### config.mk
export PLATFORM = sky130hd
export DESIGN_NAME = rle_mem_writer
export DESIGN_NICKNAME = d
export VERILOG_FILES = /design/src/rtl/app_pkg.sv /design/src/rtl/rle_wr_addr_ctr.sv /design/src/rtl/rle_mem_writer.sv
export SDC_FILE = /design/constraint.sdc
export NUM_CORES = 1
export LEC_CHECK = 0
export CORE_MARGIN = 8
export CORE_UTILIZATION = 30
export CTS_BUF_LIST = sky130_fd_sc_hd__clkbuf_2
export DETAILED_ROUTE_END_ITERATION = 12
export HOLD_SLACK_MARGIN = 0.05
export PLACE_DENSITY_LB_ADDON = 0.2
export SLEW_MARGIN = 20
export SYNTH_ARGS = -nofsm -noshare
export SYNTH_HDL_FRONTEND = slang
export SYNTH_HIERARCHICAL = 1
export SYNTH_SLANG_ARGS = --single-unit
export TNS_END_PERCENT = 10
### constraint.sdc
create_clock -name i_clk -period 4.4 [get_ports i_clk]
set_input_delay 0.44 -clock i_clk [delete_from_list [all_inputs] [get_ports i_clk]]
set_output_delay 0.44 -clock i_clk [all_outputs]
set_load 0.02 [all_outputs]
### src/rtl/app_pkg.sv
// Shared definitions for the RLE memory writer and its read-side counterpart.
//   rle_state_t : control FSM state encoding (IDLE / WRITE / DONE)
//   *_W_DEF     : default address, data and repeat-count widths
package app_pkg;

  localparam int unsigned ADDR_W_DEF = 8;
  localparam int unsigned DATA_W_DEF = 8;
  localparam int unsigned CNT_W_DEF  = 8;

  typedef enum logic [1:0] {
    IDLE  = 2'd0,
    WRITE = 2'd1,
    DONE  = 2'd2
  } rle_state_t;

endpackage

### src/rtl/rle_wr_addr_ctr.sv
// Write pointer / word counter for the RLE memory writer.
//   clk       : clock, rising edge
//   reset     : synchronous active-high reset, pointer to 0
//   clear     : synchronous restart, pointer to 0
//   inc       : one word was written this cycle
//   count     : words written so far (0 .. 2**ADDR_W)
//   addr      : current write address (low bits of count)
//   full      : every address has been written
//   last_addr : pointer sits on the final address; the next write fills memory
module rle_wr_addr_ctr
  import app_pkg::*;
#(
  parameter int unsigned ADDR_W = ADDR_W_DEF
) (
  input  logic              clk,
  input  logic              reset,
  input  logic              clear,
  input  logic              inc,
  output logic [ADDR_W:0]   count,
  output logic [ADDR_W-1:0] addr,
  output logic              full,
  output logic              last_addr
);

  // The extra MSB doubles as the full flag, so the pointer never wraps.
  always_ff @(posedge clk) begin
    if (reset || clear) begin
      count <= '0;
    end else if (inc && !full) begin
      count <= count + 1'b1;
    end
  end

  assign full      = count[ADDR_W];
  assign addr      = count[ADDR_W-1:0];
  assign last_addr = !full && (&addr);

endmodule

### src/rtl/rle_mem_writer.sv
// Run-length decoder that expands (symbol, repeat) pairs into consecutive
// SRAM writes starting at address 0.
//   i_clk, i_reset      : clock and synchronous active-high reset
//   i_valid, o_ready    : pair handshake (ready only in IDLE)
//   i_data, i_repeats   : symbol and number of copies to write
//   i_last              : final pair of the stream
//   i_clear             : restart at address 0 from any state
//   o_done              : stream finished or memory full (held until clear)
//   o_overflow          : sticky, a write was dropped because memory was full
//   o_count             : words written since reset/clear
//   csb0, web0, addr0, din0 : SRAM write port (active-low selects)
module rle_mem_writer
  import app_pkg::*;
#(
  parameter int unsigned ADDR_W = ADDR_W_DEF,
  parameter int unsigned DATA_W = DATA_W_DEF,
  parameter int unsigned CNT_W  = CNT_W_DEF
) (
  input  logic              i_clk,
  input  logic              i_reset,
  input  logic              i_valid,
  output logic              o_ready,
  input  logic [DATA_W-1:0] i_data,
  input  logic [CNT_W-1:0]  i_repeats,
  input  logic              i_last,
  input  logic              i_clear,
  output logic              o_done,
  output logic              o_overflow,
  output logic [ADDR_W:0]   o_count,
  output logic              csb0,
  output logic              web0,
  output logic [ADDR_W-1:0] addr0,
  output logic [DATA_W-1:0] din0
);

  rle_state_t          state;
  logic [CNT_W-1:0]    rem_cnt;
  logic [CNT_W-1:0]    rem_next;
  logic                last_q;
  logic                ctr_inc;
  logic [ADDR_W-1:0]   ctr_addr;
  logic                ctr_full;
  logic                ctr_last_addr;

  // A write is on the port for every cycle spent in WRITE.
  assign ctr_inc  = (state == WRITE) && !i_clear;
  assign rem_next = rem_cnt - 1'b1;

  rle_wr_addr_ctr #(
    .ADDR_W (ADDR_W)
  ) u_addr_ctr (
    .clk       (i_clk),
    .reset     (i_reset),
    .clear     (i_clear),
    .inc       (ctr_inc),
    .count     (o_count),
    .addr      (ctr_addr),
    .full      (ctr_full),
    .last_addr (ctr_last_addr)
  );

  // SRAM port outputs are registered: the write for a cycle is set up on the
  // preceding edge, so the handshake edge already presents the first write.
  // din0 doubles as the latched symbol for the rest of the run.
  always_ff @(posedge i_clk) begin
    if (i_reset) begin
      state      <= IDLE;
      o_ready    <= 1'b1;
      o_done     <= 1'b0;
      o_overflow <= 1'b0;
      csb0       <= 1'b1;
      web0       <= 1'b1;
      addr0      <= '0;
      din0       <= '0;
      rem_cnt    <= '0;
      last_q     <= 1'b0;
    end else if (i_clear) begin
      state      <= IDLE;
      o_ready    <= 1'b1;
      o_done     <= 1'b0;
      o_overflow <= 1'b0;
      csb0       <= 1'b1;
      web0       <= 1'b1;
    end else begin
      case (state)
        IDLE: begin
          if (i_valid && o_ready) begin
            rem_cnt <= i_repeats;
            last_q  <= i_last;
            din0    <= i_data;
            if (ctr_full) begin
              o_overflow <= 1'b1;
              o_done     <= 1'b1;
              o_ready    <= 1'b0;
              state      <= DONE;
            end else if (i_repeats != '0) begin
              o_ready <= 1'b0;
              csb0    <= 1'b0;
              web0    <= 1'b0;
              addr0   <= ctr_addr;
              state   <= WRITE;
            end else if (i_last) begin
              o_done  <= 1'b1;
              o_ready <= 1'b0;
              state   <= DONE;
            end
          end
        end

        WRITE: begin
          rem_cnt <= rem_next;
          if ((rem_next != '0) && !ctr_last_addr) begin
            addr0 <= ctr_addr + 1'b1;
          end else begin
            csb0 <= 1'b1;
            web0 <= 1'b1;
            if (ctr_last_addr) begin
              // Memory fills with this write; anything still owed is dropped.
              o_done <= 1'b1;
              state  <= DONE;
              if ((rem_next != '0) || !last_q) begin
                o_overflow <= 1'b1;
              end
            end else if (last_q) begin
              o_done <= 1'b1;
              state  <= DONE;
            end else begin
              o_ready <= 1'b1;
              state   <= IDLE;
            end
          end
        end

        DONE: begin
          o_ready <= 1'b0;
          csb0    <= 1'b1;
          web0    <= 1'b1;
        end

        default: begin
          state   <= IDLE;
          o_ready <= 1'b1;
          csb0    <= 1'b1;
          web0    <= 1'b1;
        end
      endcase
    end
  end

endmodule

==> run summary <==
Status = complete, no violations
Cell mode on critical path = nand2b_1
Cell variety after synth = 50
Post-layout util = 38.1%
Initial antenna violation count = 0
Commonest non-fill, non-tap cell in the layout = clkdlybuf4s50_1
Initial Util = 30.9%
Crit path from = state[0]
Post-synthesis sequential area ratio = 35.9%
Slowest stage delay, CP = 690 ps
Die width = 102 um
Net Sw Frac = 30.7%
Hold-critical path depth = 2
RR Startpoint = state[0]
Total negative setup slack = 0 ps
Post-synthesis cell area = 2230 um^2
Sw Pwr = 0.213 mW
Metal3 WL = 322 um
CP required = 4730 ps
Root Buffer = clkbuf_2
RSZ-0062 raised after global routing = false
Clock-pin slew of the registers on the worst-case setup and hold paths = 200 ps
Routed met1 length = 2850 um
Io pins = 51
Vias in the first global route = 1942
Crit path cell chain = nand2b_1 > nor2_1 > nand2b_1 > or4_1 > a21oi_1
Vias = 2028
Synth warn = 6
Ant. Diodes = 0
Initial drt markers = 170
Max FO, Critical Path = 16
CTS Buffer Depth = 2
Grt total ovfl = 0
PwrDens = 253 nW/um^2
Pint = 0.481 mW
Multi-input logic area = 1240 um^2
Final GP Congestion = 0.794
Cts bufs inserted = 5
Hold buffer count at cts = 0
CP endpoint kind = flip-flop
Filler cells = 754
Synth Register Bits = 40
Worst path buffer plus inverter count = 0
Total Power = 0.693 mW
Synth area leaders = dfxtp_1 36%, a21oi_1 5.8%, nor2_1 5.7%
Vias per inst = 5.02
Setup-failing EPs final = 0
Largest net degree at the start of global routing = 30
Final Max Slew Viols = 0
Fmax = 0.412 GHz
Beginning of the worst hold path = addr0[2]
Data arrival, critical path = 2750 ps
Layout Skew = 15.0 ps
Detail Route Antenna Nets = 0
Synth Flop Type = dfxtp_1
Skew-Pair Late Insertion Delay = 390 ps
Mean Syn Cell Area = 8.22 um^2
Die H = 102 um
Register area = 801 um^2
R2R Path End = u_addr_ctr/count[7]
Final Hold Fails = 0
DR top layer = met4
Crit-path leading delay family = simple AND/OR/NAND/NOR gates
Min-Delay Endpoint = addr0[2]
Met2 Routed Length = 2490 um
Asr flop ratio synth = 0%
CP Launch Type = flip-flop
Worst hold margin = 483 ps
Area grow syn2layout = 23.2%
Post-Route WL = 5730 um
Synth top area share = 35.9%
CTS resizes = 0
Minimum clock period = 2430 ps
CTS tree = yes
Total Routing Usage GR = 11.5%
Drc violations = 0
Die ar. = 10400 um^2
Share of post-route cells with drive strength above 1 = 6.23%
WL/cell = 14.2 um
Worst Hold Class = reg -> reg
Port bufs = 50
CP max stage cell = dfxtp_1
Worst Reg-to-Reg Cells = 5
Clock power frac = 21.6%
Max-Cap Viols = 0
Mapped Nets = 297
Combinational power share = 21.3%
VDD IR-drop max = 99.7 uV
Post-CTS setup buffers = 0
Setup slack at placement = 1750 ps
Clk sinks = 40
Critical path depth in cells = 5
NumNets Final = 331
Area of the core = 7210 um^2
Post-synth top area cell = dfxtp_1
Worst Max-Slew Pin Slew = 735 ps
First-pass GRT wire length = 9650 um
HPWL Detailed = 4140 um
Post-synth EDFFs = 0
Highest-count cells in the layout ignoring fill and taps = 49 x clkdlybuf4s50_1, 40 x dfxtp_1, 34 x nor2_1
Tcrit/Tclk final = 55.2%
Critical path class = reg -> reg
Setup WS post-layout = 1970 ps
Leakage = 0.954 nW
Cells after Synth = 271
# rows = 31
Worst reg-to-reg setup slack = 1970 ps
Sequential share of power = 57.0%
H-tree levels = 2
Slew HR = 50.5%
First drt pass iteration count = 5
==> worst min-delay path, delay by kind of cell (launching register included) <==
kind | cells | cell delay, ps
buffers and inverters | 1 | 50
AO/OA/AOI/OAI | 1 | 60
flip-flops | 1 | 350
==> cell usage after synthesis, types with 6 or more instances <==
cell / number
dfxtp_1: 40
nor2_1: 34
a21oi_1: 26
nand2_1: 15
o21ai_0: 15
inv_1: 11
mux2i_1: 11
buf_4: 10
clkbuf_1: 9
nand3_1: 7
a311oi_1: 6
==> cell families after synthesis <==
family	after synthesis	share of synthesized area (%)
xor gates and xnor gates	10	3.93
muxes	11	4.94
AOI/OAI and AO/OA	71	20.1
and+or+nand+nor	98	23.4
adders and majority gates	5	2.81
DFF	40	35.9
buffers and inverters	36	8.87
==> final cells by class <==
cell class | count | area share [%]
clock inverter | 2 | 0.273
timing repair buffer | 52 | 18.6
inverter | 11 | 1.50
clock buffer | 5 | 0.912
sequential | 40 | 29.2
multi-input combinational | 195 | 45.0
tap | 99 | 4.51
==> registers in the layout (all words and copies together), names as in the netlist <==
signal / flops
state: 2
o_done: 1
web0: 1
u_addr_ctr/count: 9
din0: 8
o_ready: 1
o_overflow: 1
rem_cnt: 8
last_q: 1
addr0: 8
==> power by group through the flow <==
stage	Combinational (mW)	Clock, mW	Sequential (mW)
5_1_grt	0.163	0.178	0.399
6_report	0.148	0.150	0.396
2_1_floorplan	0.0820	0	0.411
3_3_place_gp	0.147	0	0.403
4_1_cts	0.149	0.163	0.396
3_5_place_dp	0.148	0	0.403
==> layer usage <==
layer | up-vias | GRT usage [%]
met1 | 937 | 15.5
met5 | - | 0
met3 | 5 | 2.86
li1 | 1033 | -
met4 | 0 | 4.18
met2 | 53 | 17.3
==> how the worst max path moves through the flow <==
stage,endpoint
floorplan,addr0[2]
global placement,addr0[6]
detailed placement,addr0[3]
CTS,u_addr_ctr/count[5]
global route,u_addr_ctr/count[7]
finish,u_addr_ctr/count[7]
==> per-stage QoR <==
stage	area, um^2	cells
floorplan	2230	271
global placement	2720	397
detailed placement	2720	397
CTS	2750	404
global route	2750	404
finish	2750	404
No activity file was read; power rests on OpenSTA's default activity.
==> RTL edit: new RTL, same settings <==
Put a register stage on the output `o_count`. The value now appears one clock later. The other outputs are not delayed to match.
--- a/src/rtl/rle_mem_writer.sv
+++ b/src/rtl/rle_mem_writer.sv
@@ -33,6 +33,8 @@
   output logic [DATA_W-1:0] din0
 );
 
+  logic [ADDR_W:0] o_count_d;
+
   rle_state_t          state;
   logic [CNT_W-1:0]    rem_cnt;
   logic [CNT_W-1:0]    rem_next;
@@ -53,7 +55,7 @@
     .reset     (i_reset),
     .clear     (i_clear),
     .inc       (ctr_inc),
-    .count     (o_count),
+    .count     (o_count_d),
     .addr      (ctr_addr),
     .full      (ctr_full),
     .last_addr (ctr_last_addr)
@@ -147,5 +149,9 @@
     end
   end
 
+  always_ff @(posedge i_clk) begin
+    o_count <= o_count_d;
+  end
+
 endmodule
 
Behaviour: not the same (a bounded check fails within 4 cycles, from zero or initial values and one cycle with i_reset high).
==> RTL edit against the original RTL <==
Wire length grew 10%. Fmax shrank 0.99%. Design area grew 10%. Synthesized area grew 11%. Non-clock buffer count grew 1. Worst setup slack lost 0.024 ns. Total power grew 20%. Sequential cell count grew 9. Clock skew grew 0.0012 ns. Critical path type unchanged. Highest routed layer unchanged.
==> RTL edit: results (changes against the original RTL) <==
[critical_path]
arrival_ns = 2.80  ; was 2.75 ns
critPathMaxFanout = 7  ; was 16
critPathSlowestCell = nor4b_1  ; was dfxtp_1

[yosys]
ys_top_cells_by_area = dfxtp_1 (40%), a21oi_1 (7.3%), nand2_1 (4.7%), nor2_1 (4.1%), a211oi_2 (3.0%)  ; was dfxtp_1 (36%), a21oi_1 (5.8%), nor2_1 (5.7%), mux2i_1 (4.9%), buf_4 (3.4%)
netlist-cell-type-count = 51  ; was 50
synthTopCellsByCount = dfxtp_1 (49), a21oi_1 (36), nand2_1 (31), nor2_1 (27), nand3_1 (14)  ; was dfxtp_1 (40), nor2_1 (34), a21oi_1 (26), nand2_1 (15), o21ai_0 (15)
syn-num-nets = 323  ; was 297
ys_seq_area_share_pct = 39.5  ; was 35.9%

[cells_and_area]
stdcell_count = 438  ; was 404
seq_area_um2 = 981  ; was 801 um^2
drive_above_1_share_pct = 7.81  ; was 6.23%
area_share_nonclk_buffers_pct = 17.3  ; was 18.6%
fin_nets = 358  ; was 331
seq_cell_count = 49  ; was 40
clk_share_pct = 1.41  ; was 1.19%
area_growth_pct = 21.8  ; was 23.2%
filler_cell_count = 855  ; was 754
num-multi-input-gates = 212  ; was 195

[placement]
dpl_worst_slack_ns = 1.80  ; was 1.75 ns
gp_congestion = 0.837  ; was 0.794
dpl.hpwl_mm = 4.55  ; was 4.14 mm

[global_route]
track_usage_pct = 10.9  ; was 11.5%
grt_max_degree = 31  ; was 30
grt_pass1_vias = 2061  ; was 1942
grt_pass1_wl_mm = 10.2  ; was 9.65 mm
grt_use_met1_pct = 14.1  ; was 15.5%
use_met2_pct = 17.3  ; about the same

[power_and_ir_drop]
p_comb_uw = 169  ; was 148 uW
clkPwrFrac_pct = 22.0  ; was 21.6%
p_sw_uw = 256  ; was 213 uW
p_leak_nw = 1.03  ; was 0.954 nW
powerDensity_nw_per_um2 = 275  ; was 253 nW/um^2

[routing]
num_vias = 2214  ; was 2028
drtPass1Iterations = 4  ; was 5
drt_iter0_markers = 220  ; was 170
wl_per_cell_um = 14.5  ; was 14.2 um
wl_met2_mm = 2.90  ; was 2.49 mm

[timing]
relSlewSlack_pct = 44.9  ; was 50.5%
fin_worst_skew_ns = 0.0162  ; was 0.0150 ns

[cts]
clock_latency_ns = 0.41  ; was 0.39 ns

[run_status]
status = finished, final reports clean  ; unchanged

[RTL edit: cell types whose count changed after synthesis, moves of 3 or more]
cell      change
a21oi_1      +10
a211oi_2      +6
nor2_1        -7
mux2i_1      -10
a211oi_1      +3
nand2_1      +16
a311oi_1      -6
o21ai_0       -5
dfxtp_1       +9
nand3_1       +7
[RTL edit: cells by family after synthesis]
family | synth area share, %
simple gates | 23.3
compound gates | 22.8
flops | 39.5
buf+inv | 7.96
xor+xnor | 3.53
fa+ha+maj | 2.52
mux | 0.403
[RTL edit: final timing paths]
check                              startpoint                   end  slack, ns  cells past startpoint
max                   rem_cnt[0]$_SDFFE_PP0P_  o_ready$_SDFFE_PP1P_       1.95                      7
min reg2reg  u_addr_ctr/count[7]$_SDFFE_PP0P_    o_count[7]$_DFF_P_       0.44                      0
min          u_addr_ctr/count[7]$_SDFFE_PP0P_    o_count[7]$_DFF_P_       0.44                      0
max reg2reg           rem_cnt[0]$_SDFFE_PP0P_  o_ready$_SDFFE_PP1P_       1.95                      7
